File: src/rtl/ram_bist_ctrl.sv
// March-style BIST initiator for the single-port synchronous RAM.
// Write/verify a seed pattern, then its inverse; report first failure.
module ram_bist_ctrl #(
  parameter int ASIZE  = 8,
  parameter int DWIDTH = 16,
  parameter int DEPTH  = 8,
  parameter int ERRW   = 8
) (
  input  logic              clk,
  input  logic              nrst,
  input  logic              start,
  input  logic [DWIDTH-1:0] pattern,
  output logic              busy,
  output logic              done,
  output logic              pass,
  output logic [ERRW-1:0]   err_count,
  output logic [ASIZE-1:0]  err_addr,
  output logic [DWIDTH-1:0] err_data,
  output logic              ram_ce,
  output logic              ram_wr,
  output logic [ASIZE-1:0]  ram_addr,
  output logic [DWIDTH-1:0] ram_din,
  input  logic [DWIDTH-1:0] ram_dout
);

  typedef enum logic [2:0] {
    S_IDLE,
    S_WR0,
    S_RD0,
    S_WR1,
    S_RD1,
    S_FIN,
    S_DONE
  } state_t;

  localparam logic [ASIZE-1:0] LAST = ASIZE'(DEPTH - 1);

  state_t            state;
  state_t            state_d;
  logic [ASIZE-1:0]  a;
  logic [DWIDTH-1:0] pattern_q;
  logic              last;
  logic              wr_ph;
  logic              rd_ph;
  logic              inv_ph;
  logic              accept;
  logic [DWIDTH-1:0] e0;
  logic [DWIDTH-1:0] e_cur;
  logic              cmp_v;
  logic [DWIDTH-1:0] exp_q;
  logic [ASIZE-1:0]  cmp_a;
  logic              mism;
  logic              busy_d;

  assign last   = (a == LAST);
  assign wr_ph  = (state == S_WR0) || (state == S_WR1);
  assign rd_ph  = (state == S_RD0) || (state == S_RD1);
  assign inv_ph = (state == S_WR1) || (state == S_RD1);
  assign accept = (state == S_IDLE) && start;

  assign e0    = pattern_q ^ DWIDTH'(a);
  assign e_cur = inv_ph ? ~e0 : e0;

  always_ff @(posedge clk) begin
    if (!nrst) begin
      state <= S_IDLE;
    end else begin
      state <= state_d;
    end
  end

  always_comb begin
    state_d = state;
    unique case (state)
      S_IDLE: if (start) state_d = S_WR0;
      S_WR0:  if (last)  state_d = S_RD0;
      S_RD0:  if (last)  state_d = S_WR1;
      S_WR1:  if (last)  state_d = S_RD1;
      S_RD1:  if (last)  state_d = S_FIN;
      S_FIN:  state_d = S_DONE;
      S_DONE: state_d = S_IDLE;
      default: state_d = S_IDLE;
    endcase
  end

  assign busy_d = (state_d != S_IDLE) && (state_d != S_DONE);

  always_ff @(posedge clk) begin
    if (!nrst) begin
      a         <= '0;
      pattern_q <= '0;
      busy      <= 1'b0;
      done      <= 1'b0;
    end else begin
      busy <= busy_d;
      done <= (state == S_FIN);
      if (accept) pattern_q <= pattern;
      // Counter restarts at every phase boundary, never wraps in-phase.
      if (state_d != state || !(wr_ph || rd_ph)) begin
        a <= '0;
      end else begin
        a <= a + 1'b1;
      end
    end
  end

  // RAM pins depend only on registered state, counter and pattern_q.
  always_comb begin
    ram_ce   = 1'b0;
    ram_wr   = 1'b0;
    ram_addr = '0;
    ram_din  = '0;
    unique case (1'b1)
      wr_ph: begin
        ram_ce   = 1'b1;
        ram_wr   = 1'b1;
        ram_addr = a;
        ram_din  = e_cur;
      end
      rd_ph: begin
        ram_ce   = 1'b1;
        ram_addr = a;
      end
      default: ;
    endcase
  end

  always_ff @(posedge clk) begin
    if (!nrst) begin
      cmp_v <= 1'b0;
      exp_q <= '0;
      cmp_a <= '0;
    end else begin
      cmp_v <= rd_ph;
      if (rd_ph) begin
        exp_q <= e_cur;
        cmp_a <= a;
      end
    end
  end

  assign mism = cmp_v && (ram_dout != exp_q);

  always_ff @(posedge clk) begin
    if (!nrst) begin
      err_count <= '0;
      err_addr  <= '0;
      err_data  <= '0;
      pass      <= 1'b0;
    end else if (accept) begin
      err_count <= '0;
      err_addr  <= '0;
      err_data  <= '0;
      pass      <= 1'b0;
    end else begin
      if (mism) begin
        if (err_count == '0) begin
          err_addr <= cmp_a;
          err_data <= ram_dout;
        end
        if (!(&err_count)) err_count <= err_count + 1'b1;
      end
      // The final RD1 compare lands in FIN, so fold it in here.
      if (state == S_FIN) pass <= (err_count == '0) && !mism;
    end
  end

endmodule

File: config.mk
export PLATFORM = sky130hd
export DESIGN_NAME = ram_bist_ctrl
export DESIGN_NICKNAME = d
export VERILOG_FILES = /design/src/rtl/ram_bist_ctrl.sv
export SDC_FILE = /design/constraint.sdc
export NUM_CORES = 1
export LEC_CHECK = 0
export ABC_AREA = 1
export CAP_MARGIN = 40
export CORE_ASPECT_RATIO = 0.75
export CORE_UTILIZATION = 45
export DETAILED_ROUTE_END_ITERATION = 8
export PLACE_DENSITY = 0.73
export SYNTH_ARGS = -nofsm -noshare
export SYNTH_HDL_FRONTEND = slang
export SYNTH_SLANG_ARGS = --single-unit
export TNS_END_PERCENT = 1
File: constraint.sdc
create_clock -name clk -period 3.8 [get_ports clk]
set_input_delay 0.76 -clock clk [delete_from_list [all_inputs] [get_ports clk]]
set_output_delay 0.76 -clock clk [all_outputs]
set_load 0.02 [all_outputs]
==> results of run 1 <==
==> worst max-delay path by stage <==
stage	endpoint	startpoint
after detailed placement	err_count[1]$_SDFFE_PP0P_	ram_dout[14]
after global placement	err_count[1]$_SDFFE_PP0P_	ram_dout[14]
after CTS	ram_addr[3]	state[1]$_SDFF_PN0_
after global routing	ram_addr[3]	state[1]$_SDFF_PN0_
after floorplan	ram_addr[0]	state[1]$_SDFF_PN0_
final	ram_addr[3]	state[1]$_SDFF_PN0_
==> stage by stage <==
| step | utilization | power, mW | cells |
|---|---|---|---|
| after global placement | 0.570 | 1.13 | 775 |
| after CTS | 0.603 | 2.02 | 791 |
| after detailed placement | 0.570 | 1.13 | 775 |
| after floorplan | - | 1.05 | 578 |
| final | 0.603 | 2.00 | 791 |
| after global routing | 0.603 | 2.07 | 791 |
==> cell families after synthesis <==
logic type               share of synthesized area
AO/OA/AOI/OAI                                0.113
XOR/XNOR                                    0.0730
adder cells (fa/ha/maj)                    0.00894
buffers and inverters                        0.106
flip-flops                                   0.415
AND/OR/NAND/NOR                              0.285
==> worst register-to-register path, cell delays in order, from the launching register on <==
cell,delay [ns]
dfxtp_1,0.37
nor2_1,0.18
nand3_2,0.30
inv_2,0.37
nor2_1,0.15
inv_1,0.20
buf_4,0.31
a21oi_1,0.09
==> cell usage in the layout, fill, tap and decap left out, types with 2 or more instances in the layout <==
cell | synthesis | layout
clkdlybuf4s50_1 | 0 | 95
nand3_1 | 15 | 15
o21ai_0 | 28 | 28
nand2_1 | 109 | 109
clkinvlp_4 | 0 | 2
xor2_1 | 16 | 16
nor3_1 | 3 | 3
a21oi_1 | 41 | 41
clkbuf_16 | 0 | 9
ha_1 | 3 | 3
o211ai_1 | 16 | 16
inv_1 | 61 | 61
dfxtp_1 | 87 | 87
xnor2_1 | 19 | 19
buf_4 | 4 | 5
inv_2 | 5 | 5
nand4_1 | 33 | 33
nand3_2 | 4 | 4
clkbuf_1 | 11 | 2
nor2_1 | 97 | 97
nand2_2 | 3 | 3
==> cells in the mapped netlist <==
library cell	number	area share
nor2_1	97	0.087
nand2_1	109	0.097
nand2_4	1	0.0027
nor3_1	3	0.0036
buf_6	5	0.013
xnor2_1	19	0.040
nand4_1	33	0.049
o211ai_1	16	0.029
clkbuf_2	1	0.0012
nand2_2	3	0.0045
o21ai_0	28	0.033
nand3_2	4	0.0095
ha_1	3	0.0089
buf_4	4	0.0071
nor2_2	1	0.0015
clkbuf_1	11	0.0098
clkbuf_4	3	0.0054
inv_1	61	0.055
buf_2	7	0.0083
xor2_1	16	0.033
inv_2	5	0.0045
o21ai_2	1	0.0021
inv_4	1	0.0015
a21oi_1	41	0.049
nor2_4	1	0.0027
nor4_4	1	0.0051
dfxtp_1	87	0.41
nand3_1	15	0.018
nand3_4	1	0.0042
==> per-layer routing <==
metal / vias up / wire length (µm) / GRT usage
li1: 2015 / - / -
met1: 1866 / 5040 / 0.294
met2: 120 / 5030 / 0.382
met3: 11 / 606 / 0.0537
met4: 0 / 114 / 0.0789
met5: - / 0 / 0
==> flip-flops by register name, summed over array words and instances, names as in the netlist <==
register,count
err_data,16
exp_q,16
pattern_q,16
a,8
cmp_a,8
err_addr,8
err_count,8
state,3
busy,1
cmp_v,1
done,1
pass,1
==> cell type report <==
class                      count  area [µm²]  area share
clock buffer                  12         246      0.0452
timing repair buffer         100         988       0.181
clock inverter                 4        53.8     0.00986
multi-input combinational    393        2010       0.369
inverter                      67         254      0.0465
sequential                    87        1740       0.319
tap                          128         160      0.0293
==> where the power goes <==
group          internal [mW]  switching [mW]  leakage, nW
combinational         0.0783          0.0925         1.32
sequential             0.929          0.0119        0.705
clock                  0.530           0.361        0.139
==> flow_summary_export.csv, run 1 <==
group,metric,value,unit
critical_path,crit_arrival,2.33,ns
clock_tree,numCtsBuffers,9,
sta,tightest_slew,0.680,ns
route,viasPerCell,5.07,
critical_path,endpoint_kind,"output pin",
clock_tree,cts_setup_buffers,0,
die,dieWidth,114,µm
global_route,grt_pass1_wl,17800,µm
sta,slew_viol_final,0,
global_route,track_usage,0.230,
critical_path,crit_buf_inv,4,
sta,post-route-period-util,0.812,
sta,fin_setup_tns,0,ns
critical_path,path_cells,"inv_2, nor2_4, nand2_1, nand2_2, inv_4, nand2_2, inv_2, nor2_1, clkdlybuf4s50_1",
global_route,grt_max_degree,49,
synth,synthCells,578,
sta,timing.hold.ws,0.464,ns
finish,drive_gt1_frac,0.0573,
clock_tree,cts_tree,"done",
global_route,grt_pass1_vias,3862,
placement,placed_area,5160,µm²
die,initial_core_util,0.464,
flow_run,drv_cap,0,
route,drtIter0Drc,234,
placement,dp_hpwl,7860,µm
synth,ys_seq_area_frac,0.415,
route,wirelength,10800,µm
route,wl_per_cell,13.6,µm
sta,setup_viol,0,
die,ios,96,
critical_path,r2r-start,"state[0]$_SDFF_PN0_",
synth,ys_types,29,
clock_tree,cts_max_path_buffers,2,
sta,max-slew-margin-rel,0.546,
global_route,overflow,0,
sta,fmax,0.324,GHz
critical_path,r2r_slack,1.70,ns
critical_path,crit_path_top_delay_cell,"clkdlybuf4s50_1",
critical_path,start_kind,"register",
clock_tree,root_buffer,"clkbuf_16",
worst_hold_path,min_from,"err_addr[0]$_SDFFE_PP0P_",
sta,fin_worst_skew,0.00743,ns
route,antenna_left,0,
die,die_area,9730,µm²
clock_tree,cts_hold_buffers,0,
clock_tree,clock_sinks,87,
sta,fin_ws,0.713,ns
placement,port_buffers,95,
clock_tree,cts.htree.levels,3,
critical_path,reg2reg_to,"err_data[12]$_SDFFE_PP0P_",
finish,area_growth,30.0,%
worst_hold_path,hp-class,"register to register",
critical_path,cp_max_fo,17,
sta,min_period,3.09,ns
synth,yosysWarnings,0,
critical_path,max_stage_delay,0.63,ns
power,leakage,2.16,nW
worst_hold_path,whs_endpoint,"err_addr[0]$_SDFFE_PP0P_",
power,ir_drop,0.216,mV
critical_path,path_depth,9,
critical_path,setup.worst_path.class,"register to output pin",
route,drcViolationCount,0,
synth,synth_nets,616,
clock_tree,path_clk_slew,0.06,ns
finish,final_area,5460,µm²
die,core,9050,µm²
critical_path,crit_required,3.04,ns
route,num_vias,4012,
synth,ys_ff_latch,87,
route,drt_pre_antenna_iters,4,
sta,rsz0062_at_grt,"false",
finish,num_antenna_cells,0,
power,cellPowerDensity,367,nW/µm²
clock_tree,worstSkewPairLatency,0.34,ns
synth,syn_area,4200,µm²
sta,hold_violations,0,
finish,n_fill_cell,837,
worst_hold_path,hold_depth,2,
clock_tree,cts-resized-gates,0,
critical_path,reg2regPathDepth,7,
synth,syn_avg_cell_area,7.27,µm²
die,die-height,85.7,µm
global_route,antenna_found_initial,0,
placement,gp_congestion,0.871,
run_status,outcome,"completed",
finish,nets,696,
placement,dp_slack,0.884,ns
critical_path,crit_family,"buffers and inverters",
die,std_cell_rows,30,
No activity file was read; power rests on OpenSTA's default activity.
==> run 2, diff against run 1 <==
==> constraint.sdc (replaced) <==
create_clock -name clk -period 3 [get_ports clk]
set_input_delay 0.6 -clock clk [delete_from_list [all_inputs] [get_ports clk]]
set_output_delay 0.6 -clock clk [all_outputs]
set_load 0.02 [all_outputs]
==> flow_summary_export.csv, run 2 (synthesized netlist as in run 1, its figures left out) <==
group,metric,value,unit
power,cellPowerDensity,450,nW/µm²
global_route,grt_max_degree,49,
power,comb_power_share,0.088,
power,swShare,0.250,
route,num_vias,3942,
placement,dp_cells,777,
critical_path,worst_setup_path_startpoint,"state[1]$_SDFF_PN0_",
sta,rsz0062_at_grt,"false",
placement,port_buffers,95,
die,ios,96,
power,intPower,1.84,mW
sta,fin_worst_skew,0.00437,ns
sta,setup_viol,0,
flow_run,drv_cap,0,
global_route,track_usage,0.231,
clock_tree,cts_setup_buffers,0,
sta,fmax,0.352,GHz
global_route,grt_pass1_wl,17900,µm
critical_path,cp_max_fo,17,
finish,final_area,5450,µm²
power,seqPwrFrac,0.486,
die,core,9050,µm²
critical_path,r2r-start,"err_count[0]$_SDFFE_PP0P_",
placement,gp_congestion,0.859,
clock_tree,worstSkewPairLatency,0.35,ns
route,viasPerCell,4.97,
power,ir_drop,0.321,mV
sta,slew_viol_final,0,
route,drcViolationCount,0,
clock_tree,cts.htree.levels,3,
finish,largestRegisters,"err_data (16), exp_q (16), pattern_q (16)",
die,std_cell_rows,30,
critical_path,r2r_slack,0.95,ns
route,drtIter0Drc,327,
route,wirelength,10600,µm
clock_tree,root_buffer,"clkbuf_16",
route,wl_per_cell,13.4,µm
critical_path,crit_buf_inv,4,
die,die-height,85.7,µm
clock_tree,cts_max_path_buffers,2,
clock_tree,cts_tree,"done",
power,finalPower,2.45,mW
run_status,outcome,"completed",
global_route,antenna_found_initial,0,
placement,dp_hpwl,7740,µm
clock_tree,path_clk_slew,0.06,ns
sta,min_period,2.84,ns
sta,max-slew-margin-rel,0.503,
worst_hold_path,hold_depth,2,
sta,fin_setup_tns,0,ns
route,drt_pre_antenna_iters,4,
critical_path,path_cells,"inv_2, nor2_4, nand2_1, nand2_2, inv_4, nand2_2, inv_2, nor2_1, clkdlybuf4s50_1",
worst_hold_path,hp-class,"register to register",
power,leakage,2.16,nW
die,dieWidth,114,µm
critical_path,reg2reg_to,"err_data[6]$_SDFFE_PP0P_",
critical_path,crit_arrival,2.24,ns
route,antenna_left,0,
clock_tree,cts_hold_buffers,0,
critical_path,endpoint_kind,"output pin",
finish,final_common_cell,"nand2_1",
sta,post-route-period-util,0.947,
finish,drive_gt1_frac,0.0617,
power,switchingPower,0.612,mW
global_route,overflow,0,
die,initial_core_util,0.464,
placement,placed_area,5170,µm²
critical_path,reg2regPathDepth,7,
global_route,grt_pass1_vias,3819,
finish,layout_common_cells,"nand2_1 (109), nor2_1 (97), clkdlybuf4s50_1 (95)",
clock_tree,cts-resized-gates,0,
finish,area_growth,29.7,%
clock_tree,clock_sinks,87,
finish,num_antenna_cells,0,
critical_path,path_depth,9,
clock_tree,numCtsBuffers,9,
power,clkPwrFrac,0.426,
sta,tightest_slew,0.740,ns
critical_path,crit_family,"buffers and inverters",
critical_path,crit_required,2.40,ns
finish,nets,698,
critical_path,start_kind,"register",
die,die_area,9730,µm²
finish,final_cells,793,
finish,final_util,0.602,
sta,hold_violations,0,
critical_path,setup.worst_path.class,"register to output pin",
critical_path,max_stage_delay,0.63,ns
critical_path,crit_path_top_delay_cell,"clkdlybuf4s50_1",
critical_path,critPathCapture,"ram_addr[4]",
-- run 2: changes by cell type in the layout (fill, tap and decap cells not counted) --
cell	previous run	this run
clkinvlp_4	2	3
clkbuf_1	2	1
clkinv_2	0	1
clkbuf_8	1	0
clkinv_4	0	1
buf_4	5	7
bufinv_16	1	0
-- run 2: final cells by class --
class,count,area (µm²)
Clock inverter,6,45.0
Inverter,67,254
Timing Repair Buffer,102,1000
Sequential cell,87,1740
Clock buffer,10,229
Multi-Input combinational cell,393,2010
Tap cell,128,160
Fill cell,820,3600
-- run 2: worst min-delay path by stage --
| stage | from | endpoint | slack [ns] |
|---|---|---|---|
| 2_1_floorplan | a[0]$_SDFF_PP0_ | a[0]$_SDFF_PP0_ | 0.45 |
| 3_3_place_gp | err_data[10]$_SDFFE_PP0P_ | err_data[10]$_SDFFE_PP0P_ | 0.45 |
| 3_5_place_dp | err_data[8]$_SDFFE_PP0P_ | err_data[8]$_SDFFE_PP0P_ | 0.46 |
| 4_1_cts | err_data[8]$_SDFFE_PP0P_ | err_data[8]$_SDFFE_PP0P_ | 0.47 |
| 5_1_grt | err_data[0]$_SDFFE_PP0P_ | err_data[0]$_SDFFE_PP0P_ | 0.49 |
| 6_report | err_data[4]$_SDFFE_PP0P_ | err_data[4]$_SDFFE_PP0P_ | 0.46 |
-- run 2: per-layer routing --
| layer | GRT usage | part of all wire | routed length, µm |
|---|---|---|---|
| met1 | 0.308 | 0.48 | 5110 |
| met2 | 0.370 | 0.45 | 4780 |
| met3 | 0.0544 | 0.056 | 595 |
| met4 | 0.0778 | 0.013 | 142 |
| met5 | 0 | 0 | 0 |
-- run 2: worst min-delay path, cell delays in order, from the launching register on --
cell	delay, ns
dfxtp_1	0.31
nand2_1	0.06
a21oi_1	0.05
-- run 2: power by group through the flow --
stage	combinational (mW)	sequential (mW)	clock, mW
floorplan	0.120	1.21	0
global placement	0.214	1.22	0
detailed placement	0.216	1.22	0
CTS	0.218	1.19	1.07
global route	0.239	1.19	1.12
finish	0.217	1.19	1.04
-- run 2: per-stage QoR --
step                      hold WS [ns]  setup slack, ns
after floorplan                  0.452             1.01
after global placement           0.453            0.593
after detailed placement         0.456            0.492
after CTS                        0.466            0.148
after global routing             0.486          0.00928
final                            0.464            0.160
